### src/rtl/nes_multi_poller.sv
// nes_multi_poller: polls 1-4 NES/SNES pads in parallel; define NES_EDGE_DETECT_EN to add the newly-pressed output
module nes_multi_poller #(
  parameter int CHANNELS = 2,
  parameter int BITS     = 8,
  parameter int CLK_DIV  = 150
) (
  input  logic                     clk,
  input  logic                     rst_n,
  input  logic                     start,
  input  logic [CHANNELS-1:0]      nes_data,
  output logic                     nes_latch,
  output logic                     nes_clk,
  output logic [CHANNELS*BITS-1:0] buttons,
  output logic                     valid,
  output logic                     busy
`ifdef NES_EDGE_DETECT_EN
  ,
  output logic [CHANNELS*BITS-1:0] pressed
`endif
);
  localparam int CW = $clog2(2*CLK_DIV);
  localparam int BW = $clog2(BITS);
  typedef enum logic [2:0] {IDLE, LATCH, CLO, CHI, TAIL, DONE} state_t;
  state_t                   r_state;
  logic [CW-1:0]            r_cnt;
  logic [BW-1:0]            r_bit;
  logic [CHANNELS*BITS-1:0] r_shift;
  logic [CHANNELS-1:0]      r_s1, r_s2;
  logic [CHANNELS*BITS-1:0] w_sampled;
  logic                     w_last;
  assign w_last = (r_cnt == '0);
  for (genvar c = 0; c < CHANNELS; c++) begin : g_c
    for (genvar k = 0; k < BITS; k++) begin : g_k
      assign w_sampled[c*BITS+k] = (r_bit == BW'(k)) ? ~r_s2[c] : r_shift[c*BITS+k];
    end
  end
  always_ff @(posedge clk or negedge rst_n) begin
    if (!rst_n) begin
      r_state   <= IDLE;
      r_cnt     <= '0;
      r_bit     <= '0;
      r_shift   <= '0;
      r_s1      <= '0;
      r_s2      <= '0;
      nes_latch <= 1'b0;
      nes_clk   <= 1'b0;
      buttons   <= '0;
      valid     <= 1'b0;
      busy      <= 1'b0;
`ifdef NES_EDGE_DETECT_EN
      pressed   <= '0;
`endif
    end else begin
      r_s1  <= nes_data;
      r_s2  <= r_s1;
      r_cnt <= r_cnt - 1'b1;
      valid <= 1'b0;
      case (r_state)
        IDLE: if (start) begin
          r_state   <= LATCH;
          nes_latch <= 1'b1;
          busy      <= 1'b1;
          r_bit     <= '0;
          r_cnt     <= CW'(2*CLK_DIV-1);
        end
        LATCH: if (w_last) begin
          r_state   <= CLO;
          nes_latch <= 1'b0;
          r_shift   <= w_sampled;
          r_bit     <= BW'(1);
          r_cnt     <= CW'(CLK_DIV-1);
        end
        CLO: if (w_last) begin
          r_state <= CHI;
          nes_clk <= 1'b1;
          r_cnt   <= CW'(CLK_DIV-1);
        end
        CHI: if (w_last) begin
          r_state <= (r_bit == BW'(BITS-1)) ? TAIL : CLO;
          nes_clk <= 1'b0;
          r_shift <= w_sampled;
          r_bit   <= r_bit + 1'b1;
          r_cnt   <= CW'(CLK_DIV-1);
        end
        TAIL: if (w_last) begin
          r_state <= DONE;
          buttons <= r_shift;
          valid   <= 1'b1;
`ifdef NES_EDGE_DETECT_EN
          pressed <= r_shift & ~buttons;
`endif
        end
        DONE: begin
          r_state <= IDLE;
          busy    <= 1'b0;
        end
        default: r_state <= IDLE;
      endcase
    end
  end
endmodule

### config.mk
export PLATFORM = sky130hd
export DESIGN_NAME = nes_multi_poller
export DESIGN_NICKNAME = d
export VERILOG_FILES = /design/src/rtl/nes_multi_poller.sv
export SDC_FILE = /design/constraint.sdc
export NUM_CORES = 1
export LEC_CHECK = 0
export ABC_AREA = 0
export BUFFER_PORTS_ARGS = -buffer_cell sky130_fd_sc_hd__buf_4
export CORE_MARGIN = 10
export CORE_UTILIZATION = 55
export CTS_BUF_LIST = sky130_fd_sc_hd__clkbuf_8 sky130_fd_sc_hd__clkbuf_16
export DETAILED_ROUTE_END_ITERATION = 8
export GPL_TIMING_DRIVEN = 0
export HOLD_SLACK_MARGIN = 0.06
export PLACE_DENSITY = 0.75
export SETUP_SLACK_MARGIN = 0.1
export SLEW_MARGIN = 20
export SYNTH_ARGS = -nofsm -noshare
export SYNTH_HDL_FRONTEND = slang
export SYNTH_SLANG_ARGS = --single-unit
### constraint.sdc
create_clock -name clk -period 5.7 [get_ports clk]
set_input_delay 0.57 -clock clk [delete_from_list [all_inputs] [get_ports clk]]
set_output_delay 0.57 -clock clk [all_outputs]
set_load 0.03 [all_outputs]
==> results, run 1 <==
- The flow ran to the end, and the final reports show no timing, DRC or antenna violations.
- After clock tree synthesis, the setup repair step added 0 buffers.
- The worst register-to-register path begins at r_cnt[0]$_DFF_PN0_.
- The first detailed-routing pass ran for 4 iterations.
- The XOR/XNOR share of the synthesized area is 0.00708.
- The kind of capture point of the worst setup path is a register.
- The adder-cell share of the synthesized area is 0.0354.
- The later pin in the worst-skew pair is clocked with a latency of 310 ps.
- The average detailed-routed wire length per instance is about 16 um.
- The worst-case setup slack after placement is 3150 ps.
- Yosys attributes the largest share of cell area to dfrtp_1 (56%), mux2_2 (7.7%), mux2i_1 (7.3%).
- The number of antenna repair diodes is 0.
- In the global route stage, overall resource usage came out at 0.124.
- For the pin with the worst max-slew slack, the measured transition is 870 ps.
- The fraction of the mapped netlist area in compound gates was 0.0586.
- The total of buffers placed on input and output ports is 24.
- The kind of launch point of the worst setup path is a register.
- The via count of the first global-routing pass came to 1582.
- The synthesized design contains 0 enable-type register cells.
- For the worst setup path, the data arrival time is 2730 ps.
- The mean post-synth cell area is ~12 um^2.
- The total die area is 7580 um^2.
- The remaining antenna violation count after routing is 0.
- The clock period minus final worst setup slack is between 2000 and 3000 ps.
- CTS built an H-tree with a depth of 2.
- The initial utilization of the core area, before any placement, comes to 0.568.
- For this run, the top clock speed supported by timing is 395 MHz.
- The final weighted congestion in routability-driven placement is 0.817.
- Dividing the detail-routed via count by the number of cells gives 5.56.
- The total number of vias is 1589.
- In this run the cell area of the synthesized design comes to 2470 um^2.
- dfrtp_1 is the most common cell in the netlist.
- The count of cells resized by post-cts repair is 0.
- The net count of the mapped netlist is between 200 and 250.
- Setup slack closes at 3170 ps.
- After synthesis, the largest family of logic cells by area is multiplexers.
- Across the VDD grid, the largest voltage drop is between 0.2 and 0.25 mV.
- The warning count from the yosys run is 0.
- The count of clock tree sinks is 55.
- Entering global routing, the biggest net connects 56 pins.
- The tool flagged a number of max-cap violations equal to 0.
- Of the available clock period, the critical path in the final layout requires 0.445.
- Setup violations remaining at the end of the flow were counted as 0.
- The worst setup path is of the reg -> reg kind.
- The filler cells instantiated in the layout total 345.
- The portion of the post-synthesis area used by sequential elements is 0.556.
- The number of clock buffers inserted by TritonCTS is 5.
- By count the netlist is led by dfrtp_1 (55), inv_1 (24), mux2i_1 (18).
- In the final design database the tool counted 246 nets.
- The first global-routing pass estimated 7560 um of wire.
- The total congestion overflow after global routing is 0.
- The share of layout cells above drive strength 1 is 0.252.
- After synthesis the netlist holds a flip-flop and latch count of 55.
- The number of distinct library cells after synthesis is 40.
- The final hold violation count is 0.
- The total power consumption of the routed design is 979 uW.
- The worst-case headroom to the max-slew limit is 0.415.
- At the worst endpoint, the required time is 5900 ps.
- The post-cts hold buffer count is 0.
- The TritonCTS clock tree is done.
- The initial antenna violation count is 0.
- The tightest min-delay check is of the in -> async type.
- The mux share of post-synthesis cell area is 0.150.
- The first routing iteration left 138 violations.
- The analysis attributes to cell leakage a power of between 0.001 and 0.0015 uW.
- The simple logic cell fraction of the synthesized area is 0.138.
- Setup repair after global routing left no endpoint under its margin.
- Row generation in the floorplan step produced 24 rows.
- The count of placed standard cells including taps is 279.
- Clock-pin slew was measured on the worst setup and hold paths at 90 ps.
- The final cell count without fillers is ~290.
- Power spread over the standard cell area amounts to 346 nW/um^2.
- The area growth from synthesis to layout is 14.5%.
- In the synthesized netlist the dominant register cell turns out to be dfrtp_1.
- After synthesis, the share of flip-flops with an asynchronous set or reset is 1.00.
- The share of the core filled with cells in the final layout is 0.651.
- The detailed-route wire length is between 4000 and 5000 um.
- In this run the vertical extent of the chip is 87.1 um.
- The remaining routing DRC violations is 0.
- The HPWL after detailed placement is 3160 um.
- The width of the die is 87.1 um.
- The area fraction of the dominant cell type after synthesis is 0.556.
- In this run the count of I/O pins placed on the die edge is 25.
- After technology mapping, the gate count stands at 203.
- The maximum count of clock buffers along a single path is 2.
- The final count of pins violating max slew is 0.
- Across the routed clock network, the largest skew measured is slightly below 6 ps.
- The sum of negative setup slack is 0 ps.
- Along the worst path, the maximum fanout reaches 10.
- Tracing the worst setup path back leads to its startpoint at r_cnt[0]$_DFF_PN0_.
- The total area inside the core boundary comes to 4350 um^2.
- The buffer type at the clock tree root is clkbuf_8.
- The largest area contributor in the synthesized netlist is dfrtp_1.
-- logic make-up after synthesis --
| logic type | Yosys count |
|---|---|
| AO/OA/AOI/OAI | 22 |
| XOR/XNOR | 2 |
| adder cells (fa/ha/maj) | 7 |
| buffers and inverters | 32 |
| flip-flops | 55 |
| multiplexers | 35 |
| AND/OR/NAND/NOR | 50 |
-- critical path, cell delays in order, from the launching register on --
cell and delay [ps]:
dfrtp_1 430, inv_1 90, ha_1 210, or4b_4 520, nor4_4 580, buf_6 240
mux2_2 350
-- flip-flops by register name (all words and copies together) (netlist names) --
signal,flops
r_shift,16
r_s1,2
nes_latch,1
r_s2,2
r_cnt,9
nes_clk,1
buttons,16
r_state,3
r_bit,3
valid,1
busy,1
-- final timing paths --
kind | to | slack [ps] | depth (start not counted)
min reg2reg | r_s2[0]$_DFF_PN0_ | 360 | 0
max reg2reg | buttons[5]$_DFFE_PN0P_ | 3170 | 6
min | r_state[2]$_DFFE_PN0P_ | 300 | 1
max in group asynchronous | buttons[8]$_DFFE_PN0P_ | 4960 | 1
max | buttons[5]$_DFFE_PN0P_ | 3170 | 6
min in group clk | r_s2[0]$_DFF_PN0_ | 360 | 0
-- per-layer routing --
layer  global-route usage  share of wire  up-vias  wire [um]
li1                     -              -      776          -
met1                0.156           0.47      779       2140
met2                0.198           0.47       28       2130
met3               0.0318          0.048        6        218
met4               0.0545          0.013        0         58
met5                    0              0        -          0
-- metrics by stage --
stage,hold slack [ps],instance area [um^2]
3_5_place_dp,336,2730
3_3_place_gp,333,2720
5_1_grt,353,2830
6_report,298,2830
2_1_floorplan,274,2470
4_1_cts,327,2830
-- cells in the final DEF, fill, tap and decap left out, types with 2 or more instances in the layout --
master    instances
a21oi_1           3
dfrtp_1          55
ha_1              7
nand2_1           6
buf_1             2
or3_1             3
nand2b_1          3
clkbuf_8          5
nor2b_1           5
mux2_2           17
o31ai_1           5
nor3_1            4
buf_6             2
nand3_1           3
nor2_1            3
nor4b_2           2
nand4_1           7
xnor2_1           2
inv_1            24
o21ai_0           5
nor4_1            2
a31oi_1           3
clkbuf_1          4
mux2i_1          18
buf_4            24
or4_1             3
-- area by class of cell --
| class | count | area (um^2) | share of cell area |
|---|---|---|---|
| Clock inverter | 2 | 37.5 | 0.0133 |
| Inverter | 24 | 90.1 | 0.0318 |
| Buffer | 8 | 45.0 | 0.0159 |
| Sequential cell | 55 | 1380 | 0.486 |
| Tap cell | 52 | 65.1 | 0.0230 |
| Multi-Input combinational cell | 116 | 970 | 0.342 |
| Timing Repair Buffer | 24 | 180 | 0.0636 |
| Clock buffer | 5 | 68.8 | 0.0243 |
-- where the power goes --
| part | internal [uW] | switching, uW |
|---|---|---|
| Combinational | 96.5 | 124 |
| Sequential | 441 | 67.1 |
| Clock | 128 | 122 |
Power figures use the tool's default switching activity.
==> inputs of run 2 (changes only) <==
==> constraint.sdc (replaced) <==
create_clock -name clk -period 2.37 [get_ports clk]
set_input_delay 0.237 -clock clk [delete_from_list [all_inputs] [get_ports clk]]
set_output_delay 0.237 -clock clk [all_outputs]
set_load 0.03 [all_outputs]
==> run 2 against run 1 <==
Critical path depth unchanged. Sequential share of layout area is 1.2 points lower. Final cell count grew 1.7%. Total power up 150%. Via count rose by 2.3%. First-iteration DRC count grew 5.8%. Non-clock buffer count up 5. Utilization up 1.7 points. Clock-buffer cell count unchanged. Clock power is 140% higher. Critical endpoint is now r_shift[15]$_DFFE_PN0P_. Largest power group unchanged.
==> results, run 2 (synthesis gave the netlist of run 1 again) <==
- The remaining antenna violation count after routing is 0 (unchanged).
- The class of the worst hold path is in -> reg.
- The clock transition at the register clock pins on the worst setup and hold paths after CTS is 90 ps (about the same).
- The final net count is 251 (+2.0%).
- The number of clock buffers inserted by TritonCTS came to 5 (unchanged).
- The maximum clock frequency came to 445 MHz (+13%).
- The fraction of power spent switching nets came to 0.325 (+0.00529).
- The wire length of the first global-routing pass is 7660 um (+1.4%).
- The height of the chip came to 87.1 um (unchanged).
- The routed via count divided by cell count came to 5.58 (+0.51%).
- The HPWL after detailed placement is 3160 um (unchanged).
- The final hold violation count is 0 (unchanged).
- The flow ran to the end, and the final reports show no timing, DRC or antenna violations.
- The total number of vias is 1625 (+2.3%).
- The worst path required time is 2540 ps (-3360 ps).
- The total congestion overflow after global routing came to 0 (unchanged).
- The internal power is 1640 uW (+150%).
- STA classifies the critical path startpoint as a register.
- The total cell area at the placement stage came to 2730 um^2 (unchanged).
- The via count of the first global-routing pass is 1609 (+1.7%).
- The sequential power share came to 0.509 (-0.010).
- The number of levels in the clock H-tree is 2 (unchanged).
- The total of buffers placed on input and output ports is 24 (unchanged).
- Leaving out fill and tap cells, the most frequent cell in the layout is dfrtp_1.
- The maximum count of clock buffers along a single path is 2 (unchanged).
- The portion of total power attributed to combinational logic is 0.242 (+0.017).
- The power per cell area is 835 nW/um^2 (+140%).
- The floorplan core area came to 4350 um^2 (unchanged).
- The final period utilization was 0.949 (+0.505).
- The TritonCTS clock tree is done.
- The clock network latency to the later pin of the worst-skew pair is 310 ps (about the same).
- In the layout the commonest cells are dfrtp_1 (55), buf_4 (26), inv_1 (24).
- The clock period minus final worst setup slack came to 2250 ps (-284 ps).
- The net switching power figure is 787 uW (+150%).
- The leakage power is 0.00143 uW (+1.9%).
- The starting DRC count in detailed routing is 146 (+5.8%).
- The worst-case headroom to the max-slew limit came to 0.465 (+0.0501).
- The filler cell count in the final layout is 338 (-2.0%).
- The share of layout cells above drive strength 1 came to 0.264 (+0.0115).
- The effective utilization at floorplan was 0.568 (unchanged).
- The number of top-level pins is 25 (unchanged).
- The layout overhead on the synthesized area is 17.4%.
- The total setup violations reported at the end of the flow is 0 (unchanged).
- The tree is rooted in a clkbuf_8.
- The global routing usage summed across all routing layers was 0.126 (+0.00175).
- The total die area is 7580 um^2 (unchanged).
- The final weighted congestion in routability-driven placement is 0.817 (unchanged).
- The initial antenna violation count is 0 (unchanged).
- The number of antenna repair diodes came to 0 (unchanged).
- The width of the die was 87.1 um (unchanged).
- The setup path with the least slack is of type reg -> reg.
- The number of rows in the core area is 24 (unchanged).
- The setup skew after layout is 3.42 ps (-2.54 ps).
- Setup repair after global routing left no endpoint under its margin.
- The critical-path maximum fanout is 10 (unchanged).
- The total power consumption of the routed design was 2420 uW (+150%).
- The cell area after layout is 2910 um^2 (+2.6%).
- The count of clock tree sinks is 55 (unchanged).
- STA classifies the critical path endpoint as a register.
- The maximum number of pins on one net before global-route repair was 56 (unchanged).
- The iteration count of the initial detailed-routing pass is 4 (unchanged).
- The final count of pins violating max slew is 0 (unchanged).
- The relative contribution of the clock network to total power was 0.249 (-0.007).
- The remaining routing DRC violations is 0 (unchanged).
- The number of maximum-capacitance constraint violations is 0 (unchanged).
- The average detailed-routed wire length per instance is 16.0 um (+0.83%).
- The data arrival at the endpoint of the critical path was 2420 ps (-310 ps).
- The largest vdd supply drop was 0.562 mV (+160%).
- The hold slack came to 251 ps (-47.7 ps).
- The detailed-route wire length is 4660 um (+2.6%).
- The slew at the pin closest to its max-slew limit is 796 ps (-73.8 ps).
- The largest registers in the layout are buttons: 16 flops, r_shift: 16 flops, r_cnt: 9 flops.
## run 2: critical path: stages (launching register included)
cell,delay [ps]
dfrtp_1,430
inv_1,150
ha_4,170
or4b_4,500
buf_6,170
or4_4,550
mux2i_1,140
## run 2: area by class of cell
cell class | count | area (um^2) | share of cell area
Timing Repair Buffer | 29 | 225 | 0.0775
Multi-Input combinational cell | 116 | 997 | 0.343
Tap cell | 52 | 65.1 | 0.0224
Sequential cell | 55 | 1380 | 0.474
Clock buffer | 5 | 68.8 | 0.0237
Buffer | 8 | 45.0 | 0.0155
Clock inverter | 2 | 37.5 | 0.0129
Inverter | 24 | 90.1 | 0.0310
## run 2: timing repair
action / 4_1_cts / 5_1_grt
resized for setup: 2 / 3
endpoints found under the hold margin: 57 / 0
hold buffers: 3 / 0
pin swaps: 1 / 0
setup endpoints to repair: 21 / 13
buffers inserted: 1 / 1
## run 2: metrics by stage
| step | setup slack (ps) | util | TNS [ps] | cells |
|---|---|---|---|---|
| 6_report | 121 | 0.667 | 0 | 291 |
| 5_1_grt | 83.0 | 0.667 | 0 | 291 |
| 4_1_cts | 97.8 | 0.663 | 0 | 290 |
| 3_5_place_dp | -176 | 0.626 | -1610 | 279 |
| 3_3_place_gp | -158 | 0.625 | -1530 | 279 |
| 2_1_floorplan | 131 | - | 0 | 203 |
## run 2: path summary, 6_finish.rpt
path	end	start	cells after the start	slack, ps
setup / recovery	r_shift[15]$_DFFE_PN0P_	r_cnt[0]$_DFF_PN0_	6	120
hold / removal	busy$_DFFE_PN0P_	start	3	250
setup reg to reg	r_shift[15]$_DFFE_PN0P_	r_cnt[0]$_DFF_PN0_	6	120
hold reg to reg	r_s2[0]$_DFF_PN0_	r_s1[0]$_DFF_PN0_	0	360
max in group asynchronous	buttons[8]$_DFFE_PN0P_	rst_n	2	1420
min in group asynchronous	r_state[2]$_DFFE_PN0P_	rst_n	2	510
## run 2: power by group through the flow
stage / registers (uW) / clock network [uW] / logic, uW
after detailed placement: 1240 / 0 / 526
after global placement: 1230 / 0 / 510
final: 1230 / 603 / 586
after global routing: 1250 / 646 / 668
after CTS: 1230 / 618 / 546
after floorplan: 1210 / 0 / 403
## run 2: metal layers
layer  vias up  share of wire  track usage  wire length (um)
met5         -              0            0                 0
li1        782              -            -                 -
met3         6          0.048       0.0318               224
met1       803           0.47        0.158              2170
met2        34           0.47        0.201              2210
met4         0          0.012       0.0545                57
==> inputs of run 3 (changes only) <==
--- a/config.mk
+++ b/config.mk
@@ -14,6 +14,7 @@
 export GPL_TIMING_DRIVEN = 0
 export HOLD_SLACK_MARGIN = 0.06
 export PLACE_DENSITY = 0.75
+export RECOVER_POWER = 50
 export SETUP_SLACK_MARGIN = 0.1
 export SLEW_MARGIN = 20
 export SYNTH_ARGS = -nofsm -noshare
==> run 3 against run 2 <==
Final cell count is the same. Critical path depth is the same. Clock power is essentially flat. Critical endpoint unchanged.
==> results, run 3 (synthesis gave the netlist of run 1 again) <==
- The power per cell area is 840 nW/um^2 (+0.66%).
- The setup skew after layout is 3.45 ps (+0.0302 ps).
- The maximum number of pins on one net before global-route repair is 56 (unchanged).
- The slew at the pin closest to its max-slew limit came to 1340 ps (+541 ps).
- The flow ran to the end, and the final reports show no timing, DRC or antenna violations.
- The detailed-route wire length was 4660 um (about the same).
- The share of layout cells above drive strength 1 is 0.238 (-0.0251).
- The number of rows in the core area is 24 (unchanged).
- The number of top-level pins came to 25 (unchanged).
- The total die area is 7580 um^2 (unchanged).
- The hold slack is 251 ps (-0.00300 ps).
- The via count of the first global-routing pass is 1609 (unchanged).
- The clock transition at the register clock pins on the worst setup and hold paths after CTS is 90 ps (about the same).
- The leakage power is 0.00141 uW (-1.9%).
- The total of buffers placed on input and output ports is 24 (unchanged).
- The final worst slack came to 121 ps (+0.114 ps).
- The most common cell after layout, fill and taps aside is dfrtp_1.
- The clock network latency to the later pin of the worst-skew pair came to 310 ps (about the same).
- The remaining antenna violation count after routing is 0 (unchanged).
- The height of the chip is 87.1 um (unchanged).
- The total power consumption of the routed design was 2420 uW (-0.20%).
- The number of levels in the clock H-tree came to 2 (unchanged).
- The final count of pins violating max slew was 0 (unchanged).
- STA classifies the critical path endpoint as a register.
- The layout overhead on the synthesized area is 16.4%.
- The largest vdd supply drop was 0.562 mV (about the same).
- The worst-case headroom to the max-slew limit came to 0.109 (-0.356).
- The remaining routing DRC violations came to 0 (unchanged).
- The effective utilization at floorplan was 0.568 (unchanged).
- The largest registers in the layout are buttons: 16 flops, r_shift: 16 flops, r_cnt: 9 flops.
- The total number of vias is 1621 (-0.25%).
- The width of the die is 87.1 um (unchanged).
- The total setup violations reported at the end of the flow is 0 (unchanged).
- The final hold violation count is 0 (unchanged).
- The final period utilization is 0.949 (about the same).
- The average detailed-routed wire length per instance is 16.0 um (about the same).
- The routed via count divided by cell count came to 5.57 (-0.25%).
- The global routing usage summed across all routing layers is 0.126 (unchanged).
- The maximum count of clock buffers along a single path is 2 (unchanged).
- The critical path is of the reg -> reg type.
- The initial antenna violation count is 0 (unchanged).
- The class of the worst hold path is in -> reg.
- The wire length of the first global-routing pass is 7660 um (unchanged).
- The iteration count of the initial detailed-routing pass is 4 (unchanged).
- The TritonCTS clock tree is done.
- The sum of negative setup slack came to 0 ps (unchanged).
- The data arrival at the endpoint of the critical path is 2420 ps (about the same).
- The worst register-to-register path begins at r_cnt[0]$_DFF_PN0_.
- The worst path required time is 2540 ps (about the same).
- The floorplan core area is 4350 um^2 (unchanged).
- The number of maximum-capacitance constraint violations was 0 (unchanged).
- STA classifies the critical path startpoint as a register.
- Setup repair after global routing left no endpoint under its margin.
- The total congestion overflow after global routing is 0 (unchanged).
- The count of clock tree sinks is 55 (unchanged).
- The HPWL after detailed placement is 3160 um (unchanged).
- The starting DRC count in detailed routing is 148 (+1.4%).
- The worst hold path begins at start.
- The final weighted congestion in routability-driven placement is 0.817 (unchanged).
- The buffer type at the clock tree root is clkbuf_8.
- The share of the core filled with cells in the final layout is 0.661 (-0.00575).
- In the layout the commonest cells are dfrtp_1 (55), inv_1 (24), mux2i_1 (18).
- The maximum clock frequency came to 445 MHz (about the same).
- The critical-path maximum fanout came to 10 (unchanged).
- The number of antenna repair diodes came to 0 (unchanged).
- The worst-case setup slack after placement is -176 ps (unchanged).
- The clock period minus final worst setup slack is 2250 ps (-0.114 ps).
- The number of clock buffers inserted by TritonCTS is 5 (unchanged).
- The start point of the critical path is r_cnt[0]$_DFF_PN0_.
- The final net count was 251 (unchanged).
==> run 3: area by class of cell <==
class,instances,area (um^2)
Buffer,8,45.0
Clock buffer,5,68.8
Clock inverter,2,37.5
Fill cell,344,1470
Inverter,24,90.1
Multi-Input combinational cell,116,997
Sequential cell,55,1380
Tap cell,52,65.1
Timing Repair Buffer,29,200
==> run 3: per-layer routing <==
layer  track usage  share of wire  routed length [um]
met1         0.158           0.47                2170
met2         0.201           0.47                2200
met3        0.0318          0.049                 230
met4        0.0545          0.012                  57
met5             0              0                   0
==> run 3: path summary, 6_finish.rpt <==
check                                     endpoint  slack, ps  cells after the start
max reg2reg                r_shift[15]$_DFFE_PN0P_        120                      6
min in group asynchronous   r_state[2]$_DFFE_PN0P_        760                      2
max                        r_shift[15]$_DFFE_PN0P_        120                      6
min                               busy$_DFFE_PN0P_        250                      3
min reg2reg                      r_s2[0]$_DFF_PN0_        360                      0
max in group asynchronous   buttons[8]$_DFFE_PN0P_        820                      2
==> run 3: repair_timing <==
item / 4_1_cts / 5_1_grt
setup endpoints to repair: 21 / 13
hold endpoints to repair: 57 / 0
gates resized for setup: 2 / 3
buffers inserted: 1 / 1
pin swaps: 1 / 0
hold buffers: 3 / 0
==> run 3: per-stage QoR <==
stage	area [um^2]	std cells
after floorplan	2470	203
after global placement	2720	279
after detailed placement	2730	279
after CTS	2890	290
after global routing	2880	291
final	2880	291
==> run 3: where the power goes <==
group / internal [uW] / switching, uW
registers: 1060 / 174
logic: 263 / 319
clock network: 309 / 293
total: 1630 / 786
==> run 3: critical path: stages (launching register included) <==
cell     delay (ps)
dfrtp_1         430
inv_1           150
ha_4            170
or4b_4          500
buf_6           170
or4_4           550
mux2i_1         140
